$ cat src/rtl/ctlr_pkg.sv
// Shared definitions for the NES joypad front end: button indices, bus width
// and the opposing-direction mask.
package ctlr_pkg;

    localparam int unsigned CTLR_BITS = 8;

    typedef enum logic [2:0] {
        BTN_A      = 3'd0,
        BTN_B      = 3'd1,
        BTN_SELECT = 3'd2,
        BTN_START  = 3'd3,
        BTN_UP     = 3'd4,
        BTN_DOWN   = 3'd5,
        BTN_LEFT   = 3'd6,
        BTN_RIGHT  = 3'd7
    } btn_e;

    // A pad cannot physically report both directions of one axis; drop both.
    function automatic logic [CTLR_BITS-1:0] block_opposing(input logic [CTLR_BITS-1:0] btn);
        logic [CTLR_BITS-1:0] res;
        res = btn;
        if (btn[BTN_UP] && btn[BTN_DOWN]) begin
            res[BTN_UP]   = 1'b0;
            res[BTN_DOWN] = 1'b0;
        end
        if (btn[BTN_LEFT] && btn[BTN_RIGHT]) begin
            res[BTN_LEFT]  = 1'b0;
            res[BTN_RIGHT] = 1'b0;
        end
        return res;
    endfunction

endpackage

$ cat src/rtl/ctlr_debounce.sv
// One button pin: 2-flop synchroniser, active-high conversion and a
// consecutive-cycle debounce counter driving the stable state.
module ctlr_debounce #(
    parameter int unsigned DEBOUNCE_CYCLES = 50000
) (
    input  logic clock,
    input  logic reset_n,
    input  logic pin_n,
    output logic stable
);

    localparam int unsigned CNT_W = $clog2(DEBOUNCE_CYCLES + 1);

    logic             sync1_n;
    logic             sync2_n;
    logic             synced;
    logic [CNT_W-1:0] cnt;

    always_ff @(posedge clock or negedge reset_n) begin
        if (!reset_n) begin
            sync1_n <= 1'b1;
            sync2_n <= 1'b1;
        end else begin
            sync1_n <= pin_n;
            sync2_n <= sync1_n;
        end
    end

    assign synced = ~sync2_n;

    // Any agreement with the stable state restarts the count, so glitches never land.
    always_ff @(posedge clock or negedge reset_n) begin
        if (!reset_n) begin
            stable <= 1'b0;
            cnt    <= '0;
        end else if (synced == stable) begin
            cnt <= '0;
        end else if (cnt == CNT_W'(DEBOUNCE_CYCLES - 1)) begin
            stable <= ~stable;
            cnt    <= '0;
        end else begin
            cnt <= cnt + CNT_W'(1);
        end
    end

endmodule

$ cat src/rtl/ctlr_shifter.sv
// 4021-style parallel-in/serial-out shifter for one pad port.
module ctlr_shifter
    import ctlr_pkg::*;
(
    input  logic                 clock,
    input  logic                 reset_n,
    input  logic                 latch,
    input  logic                 pulse,
    input  logic [CTLR_BITS-1:0] pressed,
    output logic                 data
);

    logic                 pulse_q;
    logic [CTLR_BITS-1:0] sr;

    // Latch level reloads every cycle and overrides any clock edge.
    always_ff @(posedge clock or negedge reset_n) begin
        if (!reset_n) begin
            pulse_q <= 1'b0;
            sr      <= {CTLR_BITS{1'b1}};
        end else begin
            pulse_q <= pulse;
            if (latch) begin
                sr <= ~pressed;
            end else if (pulse && !pulse_q) begin
                sr <= {1'b0, sr[CTLR_BITS-1:1]};
            end
        end
    end

    assign data = sr[0];

endmodule

$ cat src/rtl/nes_controller_if.sv
// Joypad front end for $4016/$4017: debounces both ports' pins, masks
// opposing directions and serialises each port like an official pad.
module nes_controller_if
    import ctlr_pkg::*;
#(
    parameter int unsigned DEBOUNCE_CYCLES = 50000,
    parameter bit          BLOCK_OPPOSING  = 1'b1
) (
    input  logic                 clock,
    input  logic                 reset_n,
    input  logic [CTLR_BITS-1:0] btn_p1_n,
    input  logic [CTLR_BITS-1:0] btn_p2_n,
    input  logic                 ctlr_latch,
    input  logic                 ctlr_pulse_p1,
    input  logic                 ctlr_pulse_p2,
    output logic                 ctlr_data_p1,
    output logic                 ctlr_data_p2,
    output logic [CTLR_BITS-1:0] pressed_p1,
    output logic [CTLR_BITS-1:0] pressed_p2
);

    logic [CTLR_BITS-1:0] stable_p1;
    logic [CTLR_BITS-1:0] stable_p2;
    logic [CTLR_BITS-1:0] masked_p1;
    logic [CTLR_BITS-1:0] masked_p2;

    for (genvar i = 0; i < CTLR_BITS; i++) begin : g_btn
        ctlr_debounce #(
            .DEBOUNCE_CYCLES(DEBOUNCE_CYCLES)
        ) u_db_p1 (
            .clock  (clock),
            .reset_n(reset_n),
            .pin_n  (btn_p1_n[i]),
            .stable (stable_p1[i])
        );

        ctlr_debounce #(
            .DEBOUNCE_CYCLES(DEBOUNCE_CYCLES)
        ) u_db_p2 (
            .clock  (clock),
            .reset_n(reset_n),
            .pin_n  (btn_p2_n[i]),
            .stable (stable_p2[i])
        );
    end

    always_comb begin
        masked_p1 = stable_p1;
        masked_p2 = stable_p2;
        if (BLOCK_OPPOSING) begin
            masked_p1 = block_opposing(stable_p1);
            masked_p2 = block_opposing(stable_p2);
        end
    end

    always_ff @(posedge clock or negedge reset_n) begin
        if (!reset_n) begin
            pressed_p1 <= '0;
            pressed_p2 <= '0;
        end else begin
            pressed_p1 <= masked_p1;
            pressed_p2 <= masked_p2;
        end
    end

    ctlr_shifter u_sh_p1 (
        .clock  (clock),
        .reset_n(reset_n),
        .latch  (ctlr_latch),
        .pulse  (ctlr_pulse_p1),
        .pressed(pressed_p1),
        .data   (ctlr_data_p1)
    );

    ctlr_shifter u_sh_p2 (
        .clock  (clock),
        .reset_n(reset_n),
        .latch  (ctlr_latch),
        .pulse  (ctlr_pulse_p2),
        .pressed(pressed_p2),
        .data   (ctlr_data_p2)
    );

endmodule

$ cat config.mk
export PLATFORM = sky130hd
export DESIGN_NAME = nes_controller_if
export DESIGN_NICKNAME = d
export VERILOG_FILES = /design/src/rtl/ctlr_pkg.sv /design/src/rtl/ctlr_debounce.sv /design/src/rtl/ctlr_shifter.sv /design/src/rtl/nes_controller_if.sv
export SDC_FILE = /design/constraint.sdc
export NUM_CORES = 1
export LEC_CHECK = 0
export ABC_AREA = 1
export CORE_MARGIN = 2
export CORE_UTILIZATION = 52
export DETAILED_ROUTE_END_ITERATION = 8
export PLACE_DENSITY = 0.69
export SYNTH_ARGS = -nofsm -noshare
export SYNTH_HDL_FRONTEND = slang
export SYNTH_SLANG_ARGS = --single-unit
$ cat constraint.sdc
create_clock -name clock -period 1.5 [get_ports clock]
set_clock_uncertainty 0.2 [all_clocks]
set_input_delay 0.45 -clock clock [delete_from_list [all_inputs] [get_ports clock]]
set_output_delay 0.45 -clock clock [all_outputs]
set_load 0.005 [all_outputs]
==> summary.md, run 1 <==
| Metric | Value |
|---|---|
| Critical path launch point | u_sh_p2.sr[0] |
| Nets | around 2,400 |
| Initial antenna violation count | 1 |
| FP Rows | 66 |
| Failing checks | negative setup slack |
| Routed len/inst | roughly 14 um |
| VDD IR max | 0.879 mV |
| Antenna viol nets, final | 0 |
| Slew @ Worst Pin | 0.470 ns |
| Total GRT Usage | 0.222 |
| HPWL Detailed | 26,000 um |
| Total power | 21.1 mW |
| Worst Hold Class | in2reg |
| Vias | 14,700 |
| Max Fclk | around 550 MHz |
| Crit path to | ctlr_data_p2 |
| Clk sink count | 338 |
| Ys async rst share | 1.00 |
| Core footprint | 32,500 sq um |
| Cell Area, Synth | 17,200 sq um |
| Reg2Reg Depth | 7 |
| Avg Cell Area, Syn | 8.19 sq um |
| CP max stage delay | between 0.5 and 0.6 ns |
| CP max stage cell | dfstp_2 |
| Reg-to-reg startpoint | g_btn[2].u_db_p2.cnt[1] |
| Synth warn | 0 |
| Number of flops mapped to enable cells by yosys | 0 |
| Max-slew headroom | 0.686 |
| Slew Viols, Final | 0 |
| Worst r2r dst | g_btn[2].u_db_p2.cnt[14] |
| Top cell family by delay on the critical path | flip-flops |
| Clk slew on worst S/H paths | ~0.060 ns |
| Synth Flop Type | dfrtp_1 |
| Die Width | 186 um |
| Die height | 186 um |
| Worst Setup Start Kind | flop |
| #FFs+latches synth | 338 |
| CP bufs+invs | 1 |
| CP Data Required Time | 0.85 ns |
| Vias/cell | 5.16 |
| Initial Util | 0.528 |
| Critical Path End Type | output pin |
| Critical path depth | 1 |
| Crit Path Max Fanout | 2 |
| CP Cell Sequence | buf_6 |
| Max-cap violations | 0 |
| Post-route setup slack | -0.324 ns |
| Crit share post-route | 1.22 |
| Layout Cells excl Fill | 2,841 |
| Hold path start | btn_p2_n[2] |
| Clock root buffer | clkbuf_16 |
| DRC viols | 0 |
| Synth area leaders | dfrtp_1, nor2_1, nand2_1 |
| Clock latency at the later pin of the worst-skew pair | 0.53 ns |
| Port bufs | 38 |
| P per Cell Area | just over 900 nW/um^2 |
| Die area | 34,500 sq um |
| Status | complete, but fails checks |
| Final Setup Violations | 85 |
| Setup slack, reg-to-reg | -0.09 ns |
| CP Class | reg2out |
| Largest net degree at the start of global routing | 73 |
| Layout cells sized above 1 | 0.323 |
| Cell Count Post-Placement | approximately 2,700 |
| Final hold violations | 0 |
| Most frequent cell after synthesis | nor2_1 |
| Synthesized Nets | 2,134 |
| Share of the synthesized area in the top cell type | 0.422 |
| Minimum clock period | ~1.8 ns |
| DRT Wirelength | 39,800 um |
| Syn-to-layout area delta | 34.0% |
| CTS tree | built |
| TritonCTS Buffers | 39 |
| Initial drt markers | 806 |
| RSZ-0062 raised after global routing | yes |
| Post-Synthesis Cells | 2,097 |
| H-tree levels | 2 |
| Netlist cell types | 35 |
| Leak Pwr | 10.7 nW |
| CP arrival | 1.17 ns |
| Boundary Pins | 39 |
| GRT Residual Overflow | 0 |
| Clk buf depth | 3 |
| Vias in the first global route | 14,000 |
| Register area share after synthesis | 0.496 |
| Synth area leader | dfrtp_1 |
| Global-route wire length before repair | roughly 63,000 um |
| Gpl congestion | 0.907 |
| Most frequent cells after synthesis | nor2_1, nand2_1, dfrtp_1 |
| Drt pass-1 iters | 5 |
-- how the worst min path moves through the flow --
stage | endpoint | slack (ns) | cells after the start
4_1_cts | g_btn[2].u_db_p2.sync1_n | 0.10 | 1
3_3_place_gp | g_btn[2].u_db_p1.sync2_n | 0.15 | 0
2_1_floorplan | g_btn[0].u_db_p1.cnt[0] | -0.05 | 0
6_report | g_btn[2].u_db_p2.sync1_n | 0.13 | 1
5_1_grt | g_btn[1].u_db_p1.sync1_n | 0.11 | 1
3_5_place_dp | g_btn[1].u_db_p1.sync2_n | 0.15 | 0
-- state kept, by name, indices dropped and copies added (netlist names), 8 cells and up --
register,flops
g_btn.u_db_p1.cnt,128
pressed_p2,8
g_btn.u_db_p2.sync2_n,8
g_btn.u_db_p2.sync1_n,8
pressed_p1,8
u_sh_p1.sr,8
g_btn.u_db_p1.stable,8
g_btn.u_db_p1.sync2_n,8
g_btn.u_db_p2.cnt,128
g_btn.u_db_p2.stable,8
g_btn.u_db_p1.sync1_n,8
u_sh_p2.sr,8
-- through the flow --
stage | area [sq um] | worst slack [ns] | hold slack [ns] | util | TNS [ns]
4_1_cts | 21000 | -0.350 | 0.104 | 0.647 | -4.69
3_3_place_gp | 19200 | -0.391 | 0.145 | 0.590 | -7.87
5_1_grt | 23000 | -0.350 | 0.111 | 0.708 | -15.83
3_5_place_dp | 19200 | -0.425 | 0.147 | 0.590 | -10.50
6_report | 23000 | -0.324 | 0.126 | 0.708 | -5.83
2_1_floorplan | 17200 | 0.0314 | -0.0456 | - | 0
-- power by group --
part	switching, mW	total (mW)	internal, mW
Clock	3.77	10.2	6.47
Combinational	0.729	1.32	0.590
Sequential	0.198	9.57	9.37
-- area by class of cell --
| class | count | area (sq um) |
|---|---|---|
| Inverter | 224 | 856 |
| Antenna cell | 1 | 2.50 |
| Timing Repair Buffer | 233 | 1950 |
| Tap cell | 442 | 553 |
| Clock inverter | 15 | 234 |
| Sequential cell | 338 | 8560 |
| Clock buffer | 56 | 1170 |
| Multi-Input combinational cell | 1532 | 9710 |
| Fill cell | 2392 | 9500 |
-- per-layer routing --
| layer | track usage | up-vias | part of all wire |
|---|---|---|---|
| li1 | - | 7208 | - |
| met5 | 0 | - | 0 |
| met4 | 0.0743 | 0 | 0.026 |
| met3 | 0.0348 | 75 | 0.037 |
| met1 | 0.295 | 7125 | 0.44 |
| met2 | 0.371 | 262 | 0.50 |
-- cell families (layout without fill, tap and decap cells) --
kind of cell	after synthesis	in the layout	share of synthesized area
xor gates and xnor gates	124	124	0.0680
AOI/OAI and AO/OA	112	112	0.0406
other	0	1	0
adders and majority gates	16	16	0.0116
DFF	338	338	0.496
buffers and inverters	227	528	0.0497
and+or+nand+nor	1280	1280	0.334
-- repair_timing --
item | CTS | global route
setup buffers | 17 | 51
hold buffers | 1 | 0
setup endpoints to repair | 152 | 251
gates resized for setup | 155 | 404
hold endpoints to repair | 286 | 0
pin swaps | 30 | 149
-- cells in the final DEF (no fill, tap or decap), types with 13 or more instances in the layout --
| cell type | instances |
|---|---|
| nand3_1 | 109 |
| clkbuf_16 | 41 |
| o21ai_1 | 21 |
| nand3_4 | 22 |
| xor2_1 | 62 |
| ha_4 | 13 |
| nand4_1 | 38 |
| a21oi_1 | 17 |
| nand2_2 | 47 |
| o21bai_1 | 15 |
| nor3_4 | 19 |
| a31oi_1 | 19 |
| dfrtp_2 | 30 |
| dfstp_2 | 48 |
| nor2_2 | 107 |
| nor2_4 | 52 |
| clkdlybuf4s50_1 | 19 |
| nor2_1 | 392 |
| nand3_2 | 61 |
| buf_2 | 16 |
| xnor2_1 | 38 |
| dfrtp_1 | 260 |
| buf_4 | 167 |
| nand2_4 | 22 |
| buf_6 | 20 |
| nand2_1 | 376 |
| inv_1 | 209 |
Power figures use the tool's default switching activity.
==> inputs of run 2 (changes only) <==
--- a/config.mk
+++ b/config.mk
@@ -9,7 +9,7 @@
 export CORE_MARGIN = 2
 export CORE_UTILIZATION = 52
 export DETAILED_ROUTE_END_ITERATION = 8
-export PLACE_DENSITY = 0.69
+export PLACE_DENSITY = 0.67
 export SYNTH_ARGS = -nofsm -noshare
 export SYNTH_HDL_FRONTEND = slang
 export SYNTH_SLANG_ARGS = --single-unit
==> constraint.sdc (replaced) <==
create_clock -name clock -period 2.3 [get_ports clock]
set_clock_uncertainty 0.2 [all_clocks]
set_input_delay 0.69 -clock clock [delete_from_list [all_inputs] [get_ports clock]]
set_output_delay 0.69 -clock clock [all_outputs]
set_load 0.005 [all_outputs]
==> run 2 against run 1 <==
  * The flow now finishes without violations
  * Cell area down 15%
  * Sequential power fell by 35%
  * Non-clock buffer count shrank 171
  * Die area unchanged
  * Hold slack better by 0.029 ns
  * Largest cell class is now sequential cells
==> summary.md, run 2 (synthesis gave the netlist of run 1 again) <==
| Metric | Value |
|---|---|
| Critical Path End Type | output pin (unchanged) |
| TritonCTS Buffers | 38 (was 39) |
| Worst Hold Class | reg2reg (was in2reg) |
| Die height | 186 um (unchanged) |
| Worst r2r dst | g_btn[6].u_db_p1.cnt[8] (was g_btn[2].u_db_p2.cnt[14]) |
| Layout fillers | 2,920 (was 2,392) |
| Status | completed (was complete, but fails checks) |
| CP bufs+invs | 1 (unchanged) |
| Initial Util | 0.528 (unchanged) |
| Cell Count Post-Placement | 2,586 (was 2,703) |
| Hold path depth | 0 (was 1) |
| CTS tree | built (unchanged) |
| Initial antenna violation count | 0 (was 1) |
| DRT Wirelength | 34,300 um (was 39,800 um) |
| Clock latency at the later pin of the worst-skew pair | 0.52 ns (was 0.53 ns) |
| Footprint of the multi-input gates | 7810 sq um (was 9710 sq um) |
| Gpl congestion | 0.899 (was 0.907) |
| Leak Pwr | 9.22 nW (was 10.7 nW) |
| Most frequent cells in the layout | nor2_1, nand2_1, dfrtp_1, inv_1, nand3_1 (was nor2_1, nand2_1, dfrtp_1, inv_1, buf_4) |
| Final instance area | 19,700 sq um (was 23,000 sq um) |
| Global-route wire length before repair | 60,100 um (was 63,500 um) |
| Largest regs | g_btn.u_db_p1.cnt x128, g_btn.u_db_p2.cnt x128 (unchanged) |
| CP Data Required Time | 1.41 ns (was 0.85 ns) |
| Syn-to-layout area delta | 14.5% (was 34.0%) |
| Final hold violations | 0 (unchanged) |
| CP Cell Sequence | clkdlybuf4s50_1 (was buf_6) |
| DRC viols | 0 (unchanged) |
| HPWL Detailed | 24,300 um (was 26,000 um) |
| Vias/cell | 5.05 (was 5.16) |
| Clock root buffer | clkbuf_16 (unchanged) |
| Vias | 13,500 (was 14,700) |
| Most common cell after layout, fill and taps aside | nor2_1 (unchanged) |
| Max Fclk | approximately 440 MHz |
| Routed len/inst | 12.9 um (was 14.0 um) |
| Die Width | 186 um (unchanged) |
| Placed instance area | 18,300 sq um (was 19,200 sq um) |
| CP max stage cell | clkdlybuf4s50_1 (was dfstp_2) |
| Die area | 34,500 sq um (unchanged) |
| Crit Path Max Fanout | 2 (unchanged) |
| Inserted Diodes | 0 (was 1) |
| Post-route setup slack | 0.0345 ns (was -0.324 ns) |
| Worst Setup Start Kind | flop (unchanged) |
| Antenna viol nets, final | 0 (unchanged) |
| Boundary Pins | 39 (unchanged) |
| Max-slew headroom | 0.617 (was 0.686) |
| Max-cap violations | 0 (unchanged) |
| Slew @ Worst Pin | 0.571 ns (was 0.470 ns) |
| Hold Path Sink | g_btn[6].u_db_p1.sync2_n (was g_btn[2].u_db_p2.sync1_n) |
| Setup slack, reg-to-reg | 0.63 ns (was -0.09 ns) |
| Setup TNS Final | 0 ns (was -5.83 ns) |
| GRT Residual Overflow | 0 (unchanged) |
| Slew Viols, Final | 0 (unchanged) |
| Setup WS pre-CTS | 0.102 ns (was -0.425 ns) |
| Minimum clock period | 2.27 ns |
| Reg-to-reg startpoint | g_btn[6].u_db_p1.cnt[0] (was g_btn[2].u_db_p2.cnt[1]) |
| RSZ-0062 raised after global routing | no (was yes) |
| H-tree levels | 2 (unchanged) |
| FP Rows | 66 (unchanged) |
| Initial drt markers | 854 (was 806) |
| P per Cell Area | 662 nW/um^2 (was 918 nW/um^2) |
| VDD IR max | 0.444 mV (was 0.879 mV) |
| Core footprint | 32,500 sq um (unchanged) |
| Final Setup Violations | 0 (was 85) |
| Clk slew on worst S/H paths | 0.05 ns (was 0.06 ns) |
| Nets | 2,233 (was 2,405) |
| Total GRT Usage | 0.209 (was 0.222) |
| Layout cells sized above 1 | 0.124 (was 0.323) |
| Vias in the first global route | 13,000 (was 14,000) |
| Clk buf depth | 3 (unchanged) |
| Reg2Reg Depth | 6 (was 7) |
| CP max stage delay | 0.51 ns (was 0.54 ns) |
| Layout Cells excl Fill | 2,668 (was 2,841) |
| CP arrival | 1.38 ns (was 1.17 ns) |
| Crit share post-route | 0.985 |
| Largest net degree at the start of global routing | 79 (was 73) |
| Hold path start | g_btn[6].u_db_p1.sync1_n (was btn_p2_n[2]) |
| Top cell family by delay on the critical path | buffers and inverters (was flip-flops) |
| Storage cell area | 8520 sq um (was 8560 sq um) |
| CP Class | reg2out (unchanged) |
| Port bufs | 38 (unchanged) |
| Drt pass-1 iters | 5 (unchanged) |
| Clk sink count | 338 (unchanged) |
-- run 2: what timing repair did --
action	in CTS	in global routing
hold buffers	1	0
endpoints found under the setup margin	15	6
cloned	0	0
gates resized for setup	13	5
buffers inserted	10	1
pin swaps	0	0
endpoints found under the hold margin	18	0
-- run 2: per-stage QoR --
| stage | total power, mW | util | hold slack (ns) |
|---|---|---|---|
| 6_report | 13.0 | 0.605 | 0.154 |
| 5_1_grt | 13.6 | 0.605 | 0.157 |
| 4_1_cts | 13.3 | 0.604 | 0.155 |
| 3_5_place_dp | 6.84 | 0.561 | 0.147 |
| 3_3_place_gp | 6.82 | 0.561 | 0.146 |
| 2_1_floorplan | 6.56 | - | 0.145 |
-- run 2: routing by layer --
metal / track usage / part of all wire / vias to the layer above / wire [um]
met5: 0 / 0 / - / 0
li1: - / - / 6845 / -
met1: 0.292 / 0.47 / 6341 / 16200
met2: 0.343 / 0.47 / 231 / 16100
met3: 0.0301 / 0.040 / 48 / 1380
met4: 0.0551 / 0.020 / 0 / 687
-- run 2: worst max-delay path by stage --
stage | from | endpoint | slack [ns] | cells past startpoint
after detailed placement | ctlr_latch | u_sh_p2.sr[3] | 0.10 | 5
final | pressed_p1[7] | pressed_p1[7] | 0.03 | 1
after global routing | pressed_p1[7] | pressed_p1[7] | 0.003 | 1
after CTS | pressed_p1[1] | pressed_p1[1] | 0.002 | 1
after floorplan | ctlr_pulse_p2 | u_sh_p2.sr[1] | 0.67 | 5
after global placement | ctlr_latch | u_sh_p1.sr[1] | 0.13 | 5
-- run 2: cell type report --
| type | count | share of cell area |
|---|---|---|
| Clock buffer | 60 | 0.0594 |
| Clock inverter | 10 | 0.00776 |
| Inverter | 224 | 0.0427 |
| Multi-Input combinational cell | 1532 | 0.397 |
| Sequential cell | 338 | 0.433 |
| Tap cell | 442 | 0.0281 |
| Timing Repair Buffer | 62 | 0.0315 |
-- run 2: report_power, final --
| part | switching (mW) | internal [mW] | total [mW] |
|---|---|---|---|
| registers | 0.111 | 6.11 | 6.22 |
| logic | 0.325 | 0.176 | 0.501 |
| clock network | 2.37 | 3.93 | 6.30 |
| total | 2.81 | 10.2 | 13.0 |
